==> src/rtl/riscv_next_pkg.sv <==
// Shared types and constants for the next-instruction pre-decoder.
// Holds the decode result struct, control-flow opcodes, the halt word and the link registers.
package riscv_next_pkg;

   localparam logic [6:0]  OP_JAL    = 7'b1101111;
   localparam logic [6:0]  OP_JALR   = 7'b1100111;
   localparam logic [6:0]  OP_BRANCH = 7'b1100011;

   // EBREAK is used as the simulation halt marker.
   localparam logic [31:0] HALT      = 32'h0010_0073;

   localparam logic [4:0]  LINK_RA   = 5'd1;
   localparam logic [4:0]  LINK_T0   = 5'd5;

   typedef struct packed {
      logic        valid;
      logic        is_jal;
      logic        is_jalr;
      logic        is_branch;
      logic        is_call;
      logic        is_return;
      logic        is_halt;
      logic        target_valid;
      logic [2:0]  funct3;
      logic [4:0]  rs1;
      logic [4:0]  rd;
      logic [63:0] imm;
   } next_instr_signals_t;

   function automatic logic is_link(input logic [4:0] reg_idx);
      return (reg_idx == LINK_RA) || (reg_idx == LINK_T0);
   endfunction

endpackage

==> src/rtl/riscv_next_instr_decode_comb.sv <==
// Combinational control-flow decode of one RV32/RV64 instruction word.
// Produces the classification struct and the PC-relative target; a flush forces all zeros.
module riscv_next_instr_decode_comb
   import riscv_next_pkg::*;
#(
   parameter int INSTR_WIDTH = 32,
   parameter int ADDR_WIDTH  = 64
) (
   input  logic                   i_flush,
   input  logic [ADDR_WIDTH-1:0]  i_pc,
   input  logic [INSTR_WIDTH-1:0] i_instr,
   output next_instr_signals_t    o_signals,
   output logic [ADDR_WIDTH-1:0]  o_target
);

   logic [6:0]  w_opcode;
   logic [2:0]  w_funct3;
   logic        w_full;
   logic        w_jal;
   logic        w_jalr;
   logic        w_branch;
   logic [63:0] w_imm;

   assign w_opcode = i_instr[6:0];
   assign w_funct3 = i_instr[14:12];
   // Compressed or garbage encodings never classify as control flow.
   assign w_full   = (i_instr[1:0] == 2'b11);
   assign w_jal    = w_full && (w_opcode == OP_JAL);
   assign w_jalr   = w_full && (w_opcode == OP_JALR) && (w_funct3 == 3'b000);
   assign w_branch = w_full && (w_opcode == OP_BRANCH)
                     && (w_funct3 != 3'b010) && (w_funct3 != 3'b011);

   always_comb begin
      // NOTE: default first so no path through the block leaves w_imm unassigned (no latch).
      w_imm = '0;
      if (w_jal) begin
         w_imm = {{44{i_instr[31]}}, i_instr[19:12], i_instr[20], i_instr[30:21], 1'b0};
      end else if (w_jalr) begin
         w_imm = {{52{i_instr[31]}}, i_instr[31:20]};
      end else if (w_branch) begin
         w_imm = {{52{i_instr[31]}}, i_instr[7], i_instr[30:25], i_instr[11:8], 1'b0};
      end
   end

   always_comb begin
      o_signals              = '0;
      o_target               = '0;
      if (!i_flush) begin
         o_signals.valid        = 1'b1;
         o_signals.is_jal       = w_jal;
         o_signals.is_jalr      = w_jalr;
         o_signals.is_branch    = w_branch;
         o_signals.is_call      = (w_jal || w_jalr) && is_link(i_instr[11:7]);
         o_signals.is_return    = w_jalr && is_link(i_instr[19:15]) && !is_link(i_instr[11:7]);
         o_signals.is_halt      = (i_instr[31:0] == HALT);
         // JALR depends on rs1, which is not known at this stage.
         o_signals.target_valid = w_jal || w_branch;
         o_signals.funct3       = w_funct3;
         o_signals.rs1          = i_instr[19:15];
         o_signals.rd           = i_instr[11:7];
         o_signals.imm          = w_imm;
         o_target               = i_pc + w_imm[ADDR_WIDTH-1:0];
      end
   end

endmodule

==> src/rtl/riscv_next_instr_predecoder.sv <==
// Registered next-PC pre-decoder: one-cycle decode stage with stall and flush.
// Flush loads zeros and wins over stall; reset clears asynchronously.
module riscv_next_instr_predecoder
   import riscv_next_pkg::*;
#(
   parameter int INSTR_WIDTH = 32,
   parameter int ADDR_WIDTH  = 64
) (
   input  logic                   aclk,
   input  logic                   areset,
   input  logic                   i_stall,
   input  logic                   i_flush,
   input  logic [ADDR_WIDTH-1:0]  i_pc,
   input  logic [INSTR_WIDTH-1:0] i_instr,
   output next_instr_signals_t    o_signals,
   output logic [ADDR_WIDTH-1:0]  o_target
);

   next_instr_signals_t   w_signals;
   logic [ADDR_WIDTH-1:0] w_target;
   next_instr_signals_t   r_signals;
   logic [ADDR_WIDTH-1:0] r_target;

   riscv_next_instr_decode_comb #(
      .INSTR_WIDTH (INSTR_WIDTH),
      .ADDR_WIDTH  (ADDR_WIDTH)
   ) u_decode (
      .i_flush   (i_flush),
      .i_pc      (i_pc),
      .i_instr   (i_instr),
      .o_signals (w_signals),
      .o_target  (w_target)
   );

   always_ff @(posedge aclk or posedge areset) begin
      // NOTE: non-blocking assignments for registered state so all flops sample together.
      if (areset) begin
         r_signals <= '0;
         r_target  <= '0;
      end else if (i_flush || !i_stall) begin
         r_signals <= w_signals;
         r_target  <= w_target;
      end
   end

   assign o_signals = r_signals;
   assign o_target  = r_target;

endmodule

==> config.mk <==
export PLATFORM = sky130hd
export DESIGN_NAME = riscv_next_instr_predecoder
export DESIGN_NICKNAME = d
export VERILOG_FILES = /design/src/rtl/riscv_next_pkg.sv /design/src/rtl/riscv_next_instr_decode_comb.sv /design/src/rtl/riscv_next_instr_predecoder.sv
export SDC_FILE = /design/constraint.sdc
export NUM_CORES = 1
export LEC_CHECK = 0
export BUFFER_PORTS_ARGS = -buffer_cell sky130_fd_sc_hd__buf_2
export CAP_MARGIN = 20
export CORE_MARGIN = 2
export CORE_UTILIZATION = 44
export CTS_BUF_LIST = sky130_fd_sc_hd__clkbuf_4 sky130_fd_sc_hd__clkbuf_8
export CTS_CLUSTER_SIZE = 30
export DETAILED_ROUTE_END_ITERATION = 7
export HOLD_SLACK_MARGIN = 0.06
export PLACE_DENSITY = 0.63
export SLEW_MARGIN = 25
export SYNTH_ARGS = -nofsm -noshare
export SYNTH_HDL_FRONTEND = slang
export SYNTH_HIERARCHICAL = 1
export SYNTH_SLANG_ARGS = --single-unit
export TNS_END_PERCENT = 20
==> constraint.sdc <==
create_clock -name aclk -period 6 [get_ports aclk]
set_clock_uncertainty 0.05 [all_clocks]
set_input_delay 0.9 -clock aclk [delete_from_list [all_inputs] [get_ports aclk]]
set_output_delay 0.9 -clock aclk [all_outputs]
set_load 0.02 [all_outputs]
==> results.cfg <==
[sta]
tns_ps = 0
rsz0062_at_grt = false
finalHoldViolations = 0
slew_headroom_pct = 39.89
worstMarginPinSlew_ps = 901.7
fin_crit_ps = 5274
max_freq_ghz = 0.1896
period_share_pct = 87.90
setup_viol = 0
maxSlewViolCount = 0
fin_ws_ps = 726.0

[yosys]
synth_area_mm2 = 0.01115
yosysWarnings = 6
synthTopCellsByArea = dfrtp_1 (33%), mux2_4 (15%), ha_1 (8.6%), mux2_2 (4.1%), nor2_1 (3.6%)
synthCells = 1098
synth_most_common_cell = dfrtp_1
synthFlopType = dfrtp_1
synth_fp_nets = 1276
seq_area_frac_synth_pct = 33.43
synth_top_cell_area_share_pct = 33.43
synth_commonest_cells = dfrtp_1 (149), mux2_4 (111), nor2_1 (108), ha_1 (77), a21oi_1 (76)
synth_edf_count = 0
syn_avg_cell_area_um2 = 10.16
async_reset_ff_share_pct = 100.0
ys_ff_latch = 149
synthDistinctLibCells = 68
synth_top_area_cell = dfrtp_1

[clocking]
clkLatencyLatePin_ps = 460
cts_buffer_depth = 2
clk_pin_slew_ps = 110
cts_tree = yes
cts_hold_buf = 0
htreeDepth = 4
cts_setup_buffers = 0
cts-resized-gates = 0
cts_buffers = 17
clock_sinks = 149
cts-root-buf = clkbuf_8

[detailed_routing]
drc = 0
vias = 8928
wl_per_cell_um = 19.04
routed_wl_mm = 31.09
first_pass_iters = 5
avgViaCountPerCell = 5.467
first_iter_violations = 607
postRouteAntennaNets = 0

[floorplanning]
core_area_mm2 = 0.02504
die_h_um = 163.2
dieArea_mm2 = 0.02664
rows = 58
start_util_pct = 44.55
num_io_pins = 249
dieWidth_um = 163.2

[final_layout]
fin_nets = 1468
area_growth_pct = 14.44
final_area_mm2 = 0.01276
n_fill_cell = 2319
diodes = 0
final_layout_size_suffix_gt1_share_pct = 36.38

[placed_design]
gp_congestion = 0.9340
place_hpwl_mm = 23.67
placement.io_buffers = 248
dp_worst_setup_slack_ps = 324.3
dpl_cell_area_mm2 = 0.01235

[critical_path]
reg2reg_to = o_target[62]$_DFFE_PP0P_
endpoint = o_target[59]$_DFFE_PP0P_
max_stage_delay_ps = 510
r2r_start = o_target[62]$_DFFE_PP0P_
reg2regPathDepth = 1
critical_path_class = in -> reg
endpoint_kind = register
cp.required_ps = 6320
crit_start = i_instr[5]
start_kind = input port
worstPathArrival_ps = 5590
critical_path.max_fanout = 30
path_buf_inv = 4
cpMaxStageDelayCell = a2111oi_2
path_cells = buf_2, nand4_1, or3_1, nor3_1, inv_1, nand3_1, nand2_1, inv_1, buf_12, ha_1, and3_1, nand2_1, or2_2, a2111oi_2, o21ai_1, o41ai_2, a211oi_2, o21ai_1, mux2_1, mux2_4
rrSetupSlack_ps = 5130
cp.depth = 20
critical_path.top_delay_family = simple AND/OR/NAND/NOR gates

[global_route]
grt_pass1_vias = 8718
grt.total_usage_pct = 23.17
grt_max_degree = 101
grt_pass1_wl_mm = 48.31
grt_remaining_overflow = 0
antenna_found_initial = 0

[run]
max_cap_violations = 0

[run_status]
status = complete, no violations

[power_and_ir_drop]
power_per_cell_area_mw_per_mm2 = 184.6
p_leak_nw = 6.843
irDropWorstVdd_mv = 0.1471
power.total_mw = 2.356

[hold_path]
hold_depth = 1
min_path_type = reg -> reg
==> metrics by stage <==
stage,hold slack [ps],std cells,util (%)
floorplan,585.8,1098,-
global placement,437.4,1600,49.22
detailed placement,437.7,1601,49.33
CTS,462.3,1633,50.98
global route,474.1,1633,50.98
finish,460.9,1633,50.98
==> how the worst min path moves through the flow <==
stage,startpoint,to,slack (ps)
6_report,o_signals[83]$_DFFE_PP0P_,o_signals[83]$_DFFE_PP0P_,460
5_1_grt,o_signals[83]$_DFFE_PP0P_,o_signals[83]$_DFFE_PP0P_,470
4_1_cts,o_signals[83]$_DFFE_PP0P_,o_signals[83]$_DFFE_PP0P_,460
3_5_place_dp,o_signals[53]$_DFFE_PP0P_,o_signals[53]$_DFFE_PP0P_,440
3_3_place_gp,o_target[26]$_DFFE_PP0P_,o_target[26]$_DFFE_PP0P_,440
2_1_floorplan,o_target[49]$_DFFE_PP0P_,o_target[49]$_DFFE_PP0P_,590
==> metal layers <==
metal | routed length [um] | GRT usage [%] | up-vias
li1 | - | - | 4276
met1 | 13990 | 31.17 | 4316
met2 | 14730 | 38.47 | 301
met3 | 1765 | 4.038 | 35
met4 | 596 | 6.154 | 0
met5 | 0 | 0 | -
==> registers in the layout, summed over array words and instances (netlist names) <==
signal / cells
o_target: 64
o_signals: 85
==> final cells by class <==
| type | count | area, um^2 | share of cell area, % |
|---|---|---|---|
| Clock buffer | 17 | 234.0 | 1.833 |
| Clock inverter | 15 | 181.4 | 1.421 |
| Inverter | 18 | 72.57 | 0.5685 |
| Multi-Input combinational cell | 835 | 6704 | 52.52 |
| Timing Repair Buffer | 269 | 1431 | 11.21 |
| Sequential cell | 149 | 3729 | 29.21 |
| Tap cell | 330 | 412.9 | 3.235 |
==> cells by family (layout without fill, tap and decap cells) <==
| family | Yosys count | in the layout | share of synthesized area [%] |
|---|---|---|---|
| and+or+nand+nor | 311 | 311 | 13.62 |
| AOI/OAI and AO/OA | 236 | 236 | 13.94 |
| muxes | 155 | 155 | 19.38 |
| DFF | 149 | 149 | 33.43 |
| buffers and inverters | 114 | 319 | 6.495 |
| adders and majority gates | 78 | 78 | 8.817 |
| xor gates and xnor gates | 55 | 55 | 4.319 |
==> placed cells by master (no fill, tap or decap), drive strengths merged, types with 7 or more instances in the layout <==
cell,count
nor3,13
ha,77
nand4,21
mux2,155
and2,25
xor2,23
nand2,66
and3,15
nor4,10
a21oi,77
buf,269
nor2b,22
o21a,13
or3,7
a21o,28
dfrtp,149
inv,25
o21bai,23
clkbuf,17
nor2,108
xnor2,32
nand3,15
o21ai,44
==> where the power goes <==
part	internal (mW)	switching (mW)
Sequential	1.05	0.0251
Combinational	0.185	0.271
Clock	0.321	0.506
Total	1.55	0.802
Power figures use the tool's default switching activity.
